**src/rtl/sound_rom_arbiter_if.sv**
```systemverilog
// Bundle between the channel fetchers, the ROM read port and the sound ROM arbiter.
// The arbiter uses the master view; the fetchers and ROM use the slave view.
interface sound_rom_arbiter_if #(
  parameter int NUM_CH = 10,
  parameter int CH_W   = 4,
  parameter int ADDR_W = 24
);
  logic [NUM_CH-1:0]        req;
  logic [NUM_CH*ADDR_W-1:0] req_addr;
  logic                     rom_load;
  logic [ADDR_W-1:0]        rom_addr;
  logic [7:0]               rom_data;
  logic                     rom_ready;
  logic                     rd_valid;
  logic [7:0]               rd_data;
  logic [CH_W-1:0]          rd_ch;
  logic                     busy;
  logic                     clr_err;
  logic                     timeout_err;

  modport master (
    input  req, req_addr, rom_data, rom_ready, clr_err,
    output rom_load, rom_addr, rd_valid, rd_data, rd_ch, busy, timeout_err
  );

  modport slave (
    output req, req_addr, rom_data, rom_ready, clr_err,
    input  rom_load, rom_addr, rd_valid, rd_data, rd_ch, busy, timeout_err
  );
endinterface

```
**src/rtl/sound_rom_arbiter.sv**
```systemverilog
// Round-robin sharing of the byte-wide sample ROM between the sound channel fetchers:
// load strobe, bounded wait for ready, then a one-cycle tagged data return.
module sound_rom_arbiter #(
  parameter int NUM_CH  = 10,
  parameter int CH_W    = 4,
  parameter int ADDR_W  = 24,
  parameter int TIMEOUT = 255
) (
  input logic clk,
  input logic rst,
  sound_rom_arbiter_if.master bus
);

  localparam int CNT_W = (TIMEOUT > 1) ? $clog2(TIMEOUT) : 1;

  typedef enum logic [1:0] {
    ST_IDLE  = 2'd0,
    ST_ISSUE = 2'd1,
    ST_WAIT  = 2'd2,
    ST_DONE  = 2'd3
  } state_t;

  state_t            state_r;
  logic [CH_W-1:0]   ptr_r;
  logic [CH_W-1:0]   ch_r;
  logic [CNT_W-1:0]  cnt_r;
  logic              rom_load_r;
  logic [ADDR_W-1:0] rom_addr_r;
  logic              rd_valid_r;
  logic [7:0]        rd_data_r;
  logic [CH_W-1:0]   rd_ch_r;
  logic              busy_r;
  logic              timeout_err_r;

  logic [NUM_CH-1:0] upper_s;
  logic [NUM_CH-1:0] pick_s;
  logic              any_s;
  logic [CH_W-1:0]   winner_s;
  logic [ADDR_W-1:0] win_addr_s;
  logic [CH_W-1:0]   next_ptr_s;
  logic              timeout_hit_s;

  // Round-robin winner: lowest request at or above ptr, else lowest request overall
  always_comb begin
    upper_s = bus.req & ({NUM_CH{1'b1}} << ptr_r);
    if (|upper_s) begin
      pick_s = upper_s;
    end else begin
      pick_s = bus.req;
    end
    any_s    = |bus.req;
    winner_s = {CH_W{1'b0}};
    for (int i = NUM_CH - 1; i >= 0; i--) begin
      if (pick_s[i]) begin
        winner_s = CH_W'(i);
      end else begin
        winner_s = winner_s;
      end
    end
    win_addr_s = bus.req_addr[winner_s*ADDR_W +: ADDR_W];
  end

  // Pointer wrap is at NUM_CH, and the timeout fires only on a WAIT cycle without ready
  always_comb begin
    if (ch_r == CH_W'(NUM_CH - 1)) begin
      next_ptr_s = {CH_W{1'b0}};
    end else begin
      next_ptr_s = ch_r + CH_W'(1);
    end
    timeout_hit_s = (state_r == ST_WAIT) && !bus.rom_ready &&
                    (cnt_r == CNT_W'(TIMEOUT - 1));
  end

  // Access sequencer; every output is registered and rom_ready is honoured only in WAIT
  always_ff @(posedge clk) begin
    if (!rst) begin
      state_r    <= ST_IDLE;
      ptr_r      <= {CH_W{1'b0}};
      ch_r       <= {CH_W{1'b0}};
      cnt_r      <= {CNT_W{1'b0}};
      rom_load_r <= 1'b0;
      rom_addr_r <= {ADDR_W{1'b0}};
      rd_valid_r <= 1'b0;
      rd_data_r  <= 8'h00;
      rd_ch_r    <= {CH_W{1'b0}};
      busy_r     <= 1'b0;
    end else begin
      case (state_r)
        ST_IDLE: begin
          if (any_s) begin
            ch_r       <= winner_s;
            rom_addr_r <= win_addr_s;
            rom_load_r <= 1'b1;
            busy_r     <= 1'b1;
            state_r    <= ST_ISSUE;
          end
        end
        ST_ISSUE: begin
          rom_load_r <= 1'b0;
          cnt_r      <= {CNT_W{1'b0}};
          state_r    <= ST_WAIT;
        end
        ST_WAIT: begin
          if (bus.rom_ready) begin
            rd_data_r  <= bus.rom_data;
            rd_ch_r    <= ch_r;
            rd_valid_r <= 1'b1;
            state_r    <= ST_DONE;
          end else if (cnt_r == CNT_W'(TIMEOUT - 1)) begin
            rd_data_r  <= 8'h00;
            rd_ch_r    <= ch_r;
            rd_valid_r <= 1'b1;
            state_r    <= ST_DONE;
          end else begin
            cnt_r <= cnt_r + CNT_W'(1);
          end
        end
        ST_DONE: begin
          rd_valid_r <= 1'b0;
          ptr_r      <= next_ptr_s;
          busy_r     <= 1'b0;
          state_r    <= ST_IDLE;
        end
        default: begin
          rom_load_r <= 1'b0;
          rd_valid_r <= 1'b0;
          busy_r     <= 1'b0;
          state_r    <= ST_IDLE;
        end
      endcase
    end
  end

  // Sticky timeout flag; a new timeout outranks a simultaneous clear
  always_ff @(posedge clk) begin
    if (!rst) begin
      timeout_err_r <= 1'b0;
    end else if (timeout_hit_s) begin
      timeout_err_r <= 1'b1;
    end else if (bus.clr_err) begin
      timeout_err_r <= 1'b0;
    end
  end

  assign bus.rom_load    = rom_load_r;
  assign bus.rom_addr    = rom_addr_r;
  assign bus.rd_valid    = rd_valid_r;
  assign bus.rd_data     = rd_data_r;
  assign bus.rd_ch       = rd_ch_r;
  assign bus.busy        = busy_r;
  assign bus.timeout_err = timeout_err_r;

endmodule
```
**src/flat_wrapper.sv**
```systemverilog
// flat-port wrapper written by rule: the top's interface ports become plain ports
module sound_rom_arbiter_flat 
#(
  parameter int NUM_CH  = 10,
  parameter int CH_W    = 4,
  parameter int ADDR_W  = 24,
  parameter int TIMEOUT = 255
)
  (clk, rst, bus_req, bus_req_addr, bus_rom_data, bus_rom_ready, bus_clr_err, bus_rom_load, bus_rom_addr, bus_rd_valid, bus_rd_data, bus_rd_ch, bus_busy, bus_timeout_err);
  sound_rom_arbiter_if #(.NUM_CH(NUM_CH), .CH_W(CH_W), .ADDR_W(ADDR_W)) bus_i ();
  input logic clk;
  input logic rst;
  input wire logic [$bits(bus_i.req)-1:0] bus_req;
  input wire logic [$bits(bus_i.req_addr)-1:0] bus_req_addr;
  input wire logic [$bits(bus_i.rom_data)-1:0] bus_rom_data;
  input wire logic [$bits(bus_i.rom_ready)-1:0] bus_rom_ready;
  input wire logic [$bits(bus_i.clr_err)-1:0] bus_clr_err;
  output wire logic [$bits(bus_i.rom_load)-1:0] bus_rom_load;
  output wire logic [$bits(bus_i.rom_addr)-1:0] bus_rom_addr;
  output wire logic [$bits(bus_i.rd_valid)-1:0] bus_rd_valid;
  output wire logic [$bits(bus_i.rd_data)-1:0] bus_rd_data;
  output wire logic [$bits(bus_i.rd_ch)-1:0] bus_rd_ch;
  output wire logic [$bits(bus_i.busy)-1:0] bus_busy;
  output wire logic [$bits(bus_i.timeout_err)-1:0] bus_timeout_err;
  assign bus_i.req = bus_req;
  assign bus_i.req_addr = bus_req_addr;
  assign bus_i.rom_data = bus_rom_data;
  assign bus_i.rom_ready = bus_rom_ready;
  assign bus_i.clr_err = bus_clr_err;
  assign bus_rom_load = bus_i.rom_load;
  assign bus_rom_addr = bus_i.rom_addr;
  assign bus_rd_valid = bus_i.rd_valid;
  assign bus_rd_data = bus_i.rd_data;
  assign bus_rd_ch = bus_i.rd_ch;
  assign bus_busy = bus_i.busy;
  assign bus_timeout_err = bus_i.timeout_err;
  sound_rom_arbiter #(.NUM_CH(NUM_CH), .CH_W(CH_W), .ADDR_W(ADDR_W), .TIMEOUT(TIMEOUT)) u_core (.clk(clk), .rst(rst), .bus(bus_i));
endmodule
```
**config.mk**
```make
export PLATFORM = sky130hd
export DESIGN_NAME = sound_rom_arbiter_flat
export DESIGN_NICKNAME = d
export VERILOG_FILES = /design/src/rtl/sound_rom_arbiter_if.sv /design/src/rtl/sound_rom_arbiter.sv /design/src/flat_wrapper.sv
export SDC_FILE = /design/constraint.sdc
export NUM_CORES = 1
export LEC_CHECK = 0
export BUFFER_PORTS_ARGS = -buffer_cell sky130_fd_sc_hd__buf_2
export CAP_MARGIN = 40
export CORE_AREA = 2 2 118 120
export DETAILED_ROUTE_END_ITERATION = 8
export DIE_AREA = 0 0 120 122
export GPL_TIMING_DRIVEN = 0
export PLACE_DENSITY = 0.69
export REMOVE_ABC_BUFFERS = 1
export SYNTH_ARGS = -nofsm -noshare
export SYNTH_HDL_FRONTEND = slang
export SYNTH_SLANG_ARGS = --single-unit
```
**constraint.sdc**
```tcl
create_clock -name clk -period 3.6 [get_ports clk]
set_input_delay 0.18 -clock clk [delete_from_list [all_inputs] [get_ports clk]]
set_output_delay 0.18 -clock clk [all_outputs]
set_load 0.05 [all_outputs]
```
Word level (Yosys, flattened, before mapping)
Cells that the tools add are included.
{"block": "word_totals", "reg_bits": 58, "out_inout_bits": 40, "word_cells": 76}
{"block": "op_classes", "addsub": 2, "mul": 1, "eq_ne": 9, "shift": 2, "mux": 31, "bitwise": 1, "reduce_logical": 19}
{"cell": "variable part select 240 x 10 -> 24 bit", "count": 1}
{"cell": "two-way mux 4 bit", "count": 13}
{"cell": "two-way mux 8 bit", "count": 4}
{"cell": "OR reduction 10 bit", "count": 2}
{"cell": "one-hot mux 8 bit (2 select lines)", "count": 1}
{"cell": "AND reduction 2 bit", "count": 6}
{"cell": "nonzero test 2 bit", "count": 6}
{"cell": "bitwise AND 10 bit", "count": 1}
{"cell": "two-way mux 10 bit", "count": 1}
{"cell": "left shift 10 x 4 -> 10 bit (first input constant)", "count": 1}
{"cell": "adder 8 x 1 -> 8 bit (second input constant)", "count": 1}
{"cell": "== test 8 bit (second input constant)", "count": 1}
{"cell": "one-hot mux 2 bit (4 select lines)", "count": 1}
{"cell": "multiplier 4 x 2 -> 6 bit (second input constant)", "count": 1}
{"cell": "two-way mux 2 bit", "count": 3}
{"cell": "one-hot mux 1 bit (2 select lines)", "count": 3}
{"cell": "two-way mux 1 bit", "count": 5}
{"cell": "adder 4 x 1 -> 4 bit (second input constant)", "count": 1}
{"cell": "== test 2 bit (second input constant)", "count": 2}
{"cell": "== test 4 bit (second input constant)", "count": 1}
{"cell": "inequality test 2 bit (second input constant)", "count": 2}
{"cell": "inequality test 3 bit (second input constant)", "count": 1}
{"cell": "AND reduction 3 bit", "count": 1}
{"cell": "== test 2 x 1 -> 1 bit (second input constant)", "count": 1}
{"cell": "4 further kinds", "count": 5}

Depth between registers and ports, before layout
{"block": "logic_depth", "depth_word": 16, "depth_mapped": 13, "ltp_nobuf": 10}

Worst setup path after synthesis
OpenSTA, ideal clock, no wires.
{"block": "synth_timing", "path_kind": "register to register", "start": "register u_core.ptr_r[2]", "end": "register u_core.rom_addr_r[0] (netlist: u_core.bus.rom_addr[0])", "t_arrival_ns": 2.552, "slack_ns": 0.928, "stages_incl_launch_ff": 13, "period_less_slack_ns": 2.672, "cell_sequence": "dfxtp_1 buf_2 a21bo_2 o2111a_1 and4_4 a31oi_2 o21ai_1 a21oi_1 buf_2 buf_2 mux2i_1 o22ai_1 a211o_1"}
{"block": "synth_via", "elab_chain_len": 16}
{"item": "start: declaration", "line_no": "sound_rom_arbiter.sv:24", "source": "logic [CH_W-1:0] ptr_r;"}
{"item": "start signal: assignment", "line_no": "sound_rom_arbiter.sv:78", "source": "ptr_r <= {CH_W{1'b0}};"}
{"item": "start signal: assignment", "line_no": "sound_rom_arbiter.sv:120", "source": "ptr_r <= next_ptr_s;"}
{"item": "left shift 10 x 4 -> 10 bit (*)", "line_no": "sound_rom_arbiter.sv:45", "source": "upper_s = bus.req & ({NUM_CH{1'b1}} << ptr_r);"}
{"item": "bitwise AND 10 bit (*)", "line_no": "sound_rom_arbiter.sv:45"}
{"item": "OR reduction 10 bit", "line_no": "sound_rom_arbiter.sv:46", "source": "if (|upper_s) begin"}
{"item": "two-way mux 10 bit (*)", "line_no": "sound_rom_arbiter.sv:46"}
{"item": "two-way mux 4 bit (9 in a row)", "line_no": "sound_rom_arbiter.sv:54", "source": "if (pick_s[i]) begin"}
{"item": "two-way mux 4 bit (*)", "line_no": "sound_rom_arbiter.sv:54"}
{"item": "multiplier 4 x 2 -> 6 bit (*)", "line_no": "sound_rom_arbiter.sv:60", "source": "win_addr_s = bus.req_addr[winner_s*ADDR_W +: ADDR_W];"}
{"item": "variable part select 240 x 10 -> 24 bit (*)", "line_no": "sound_rom_arbiter.sv:60"}
{"item": "end signal: assignment", "line_no": "sound_rom_arbiter.sv:82", "source": "rom_addr_r <= {ADDR_W{1'b0}};"}
{"item": "end signal: assignment", "line_no": "sound_rom_arbiter.sv:92", "source": "rom_addr_r <= win_addr_s;"}
{"item": "end: declaration", "line_no": "sound_rom_arbiter.sv:28", "source": "logic [ADDR_W-1:0] rom_addr_r;"}
Mark *: on every way between the ends. The rest lies on a longest branch, timed or not.
A chain may end at the register's enable or synchronous reset.

Worst setup path in the final report
{"block": "layout_timing", "start": "register u_core.ptr_r[0]", "end": "register u_core.rom_addr_r[12] (netlist: u_core.bus.rom_addr[12])"}
The elaborated chain is that of the path after synthesis.

==> flow_summary.toml <==
[drt]
drc = 0
firstDrtPassIters = 5
ant_nets = 0
vias_per_cell = 5.28
drt_iter0_drc = 398
avgRoutedWirePerCell_um = 17.4
totalWireLength_um = 18100
route.vias.total = 5481

[global_route]
grt_usage_pct = 23.9
grt_first_pass_wirelength_um = 27300
first_global_vias = 5245
met1_usage_pct = 30.8
grt_max_degree = 24
overflow = 0
grt_antenna_before_repair = 2
grtUsageMet3_pct = 5.71
top_usage_layer = "met2"
met2_usage_pct = 39.7

[sta]
slew_headroom_pct = 61.6
fin_tns_setup_ns = 0
post-route-min-period_ns = 3.46
setup_viol = 0
finClkSkew_ns = 0.00650
finalCritPeriodShare_pct = 96.1
fin_ws_ns = 0.142
tightest_slew_ns = 0.575
drv_slew = 0
fmax_mhz = 289
rsz0062_at_grt = "no"
hold_viol_final = 0

[die]
io_pins = 302
die_x_um = 120
dieArea_sq_um = 14600
initial_core_util_pct = 35.3
rows = 43
core_sq_um = 13500
die_h_um = 122

[clocking]
cts_tree = "done"
clk_latency_ns = 0.33
clockBufferDepth = 2
htreeDepth = 3
postCtsHoldBufs = 0
root_buffer = "clkbuf_16"
cts_buffers = 9
clk_pin_slew_ns = 0.06
numClockSinks = 58

[synthesis]
synth_area_sq_um = 4760
synth_top_area_share_pct = 24.4
async_reset_ff_share_pct = 0
ys_warn_count = 0
yosysTopAreaCell = "dfxtp_1"
avgSynthCellArea_sq_um = 8.45
ys_ff_latch = 58
syn_inst = 564
ys.flop_type = "dfxtp_1"
synth_edf_count = 0
synth_cell_types = 64
yosysSeqAreaShare_pct = 24.4
ys_top_cells_by_area = "dfxtp_1 (24%), mux2i_1 (24%), o22ai_1 (5.5%)"

[cells_and_area]
nNetsFinal = 1119
syn2layout_area_growth_pct = 43.9
layout_common_cells = "buf_2 (301), mux2i_1 (111), dfxtp_1 (56), nand2_1 (52), nor2_1 (44)"
utilization_pct = 50.8
final_common_cell = "buf_2"
multi_input_area_sq_um = 3310
nFillCells = 1378
stdcell_count = 1038
drive_gt1_share_pct = 44.2
seqCellArea_sq_um = 1160

[power]
cellPowerDensity_nw_per_um2 = 669
p_int_w = 0.00255
clockPowerShare_pct = 21.9
ir_drop_uv = 270
p_comb_share_pct = 58.2
power.leakage_nw = 3.64
p_seq_share_pct = 19.9
p_switching_w = 0.00203
swShare_pct = 44.4

[setup_path]
r2r-end = "u_core.bus.rom_addr[12]"
required_ns = 3.81
cp.arrival_ns = 3.67
timing.rr.start = "u_core.ptr_r[0]"
worstSetupPathType = "reg2reg"
start_kind = "register"
worstSetupEndpointType = "register"
crit_fanout = 22
r2r_cells = 12
r2r_slack_ns = 0.14

[place]
hpwl_um = 14600
placed_cells = 1016
place_ws_ns = -0.334
port-buffer-count = 301
place.gp.congestion = 0.907

[worst_hold_path]
worstHoldPathCells = 3
min_to = "u_core.bus.rd_data[3]"
hold_class = "in2reg"
hp-start = "bus_rom_data[3]"

[run_status]
status = "completed"

[run]
maxCapViolations = 0
## layout make-up
type	instances	share of cell area, %
diodes	2	0.0730
clock buffers	9	3.29
clock inverters	7	1.83
inverters	15	0.821
multi-input cells	451	48.3
flip-flops and latches	58	17.0
well taps	180	3.29
repair buffers	316	25.4
## timing repair
item	in CTS	in global routing
resized for setup	0	5
pin swaps	1	0
endpoints found under the setup margin	17	20
buffers inserted	4	0
## worst max-delay path by stage
stage	start	endpoint	slack, ns
global route	u_core.ptr_r[0]	u_core.bus.rom_addr[12]	0.007
detailed placement	u_core.ptr_r[3]	u_core.bus.rom_addr[12]	-0.33
floorplan	u_core.ptr_r[0]	u_core.bus.rom_addr[21]	-7.02
global placement	u_core.ptr_r[3]	u_core.bus.rom_addr[16]	-10.40
finish	u_core.ptr_r[0]	u_core.bus.rom_addr[12]	0.14
CTS	u_core.ptr_r[3]	u_core.bus.rom_addr[1]	0.001
## power by group through the flow
stage	registers [W]	logic [W]	clock network, W
global route	0.000932	0.00285	0.00105
CTS	0.000910	0.00267	0.00102
detailed placement	0.000923	0.00261	0
finish	0.000913	0.00267	0.00100
floorplan	0.00154	0.00152	0
global placement	0.000986	0.00265	0
## state kept, by name, indices dropped and copies added, names as in the netlist
| register | cells |
|---|---|
| u_core.bus.rom_addr | 24 |
| u_core.bus.rd_data | 8 |
| u_core.cnt_r | 8 |
| u_core.bus.rd_ch | 4 |
| u_core.ch_r | 4 |
| u_core.ptr_r | 4 |
| u_core.state_r | 2 |
| u_core.bus.busy | 1 |
| u_core.bus.rd_valid | 1 |
| u_core.bus.rom_load | 1 |
| u_core.bus.timeout_err | 1 |
## cell families (layout without fill, tap and decap cells)
family	count (synthesis)	in the layout	share of synthesized area, %
DFF	58	58	24.4
other	0	2	0
adders and majority gates	6	6	1.58
buffers and inverters	55	347	6.64
xor gates and xnor gates	4	4	0.735
muxes	112	112	23.5
and+or+nand+nor	147	147	14.7
AOI/OAI and AO/OA	182	182	28.4
## worst max-delay path, stage by stage (launching register included)
cell and delay (ns):
dfxtp_1 0.43, nor2b_1 0.19, or4_4 0.43, and4_4 0.20, a31oi_2 0.34, o21ai_1 0.18
a21oi_4 0.24, buf_12 0.23, buf_12 0.22, buf_16 0.19, mux2i_1 0.33, o21ai_2 0.07
a211o_1 0.27
## metrics by stage
step	total power (W)	hold WS, ns	area, sq um
2_1_floorplan	0.00306	0.298	4500
5_1_grt	0.00484	0.0993	6850
3_5_place_dp	0.00353	0.424	6440
3_3_place_gp	0.00364	0.416	6240
4_1_cts	0.00460	0.0795	6840
6_report	0.00459	0.0912	6850
## synth_stat cells (all sizes together) (3+ instances only)
library cell  number
nand3b             3
mux2i            112
o221ai             3
nor3               4
o32a               4
a32o               5
a22oi              9
nand2b             7
a31oi              6
a211o             19
and3               3
o22ai             42
clkbuf            11
nand2             54
a221oi             3
nand3             12
buf               25
xor2               3
nor2              45
a311oi             3
nand4              3
o21ai             45
or2                4
a211oi             4
inv               15
o21a               6
o211ai             3
ha                 6
a21oi             15
dfxtp             58
## per-layer routing
layer / wire [um] / share of wire [%]
met5: 0 / 0
met4: 265 / 1.5
met3: 1210 / 6.7
met2: 8690 / 48
met1: 7920 / 44
No activity file was read; power rests on OpenSTA's default activity.
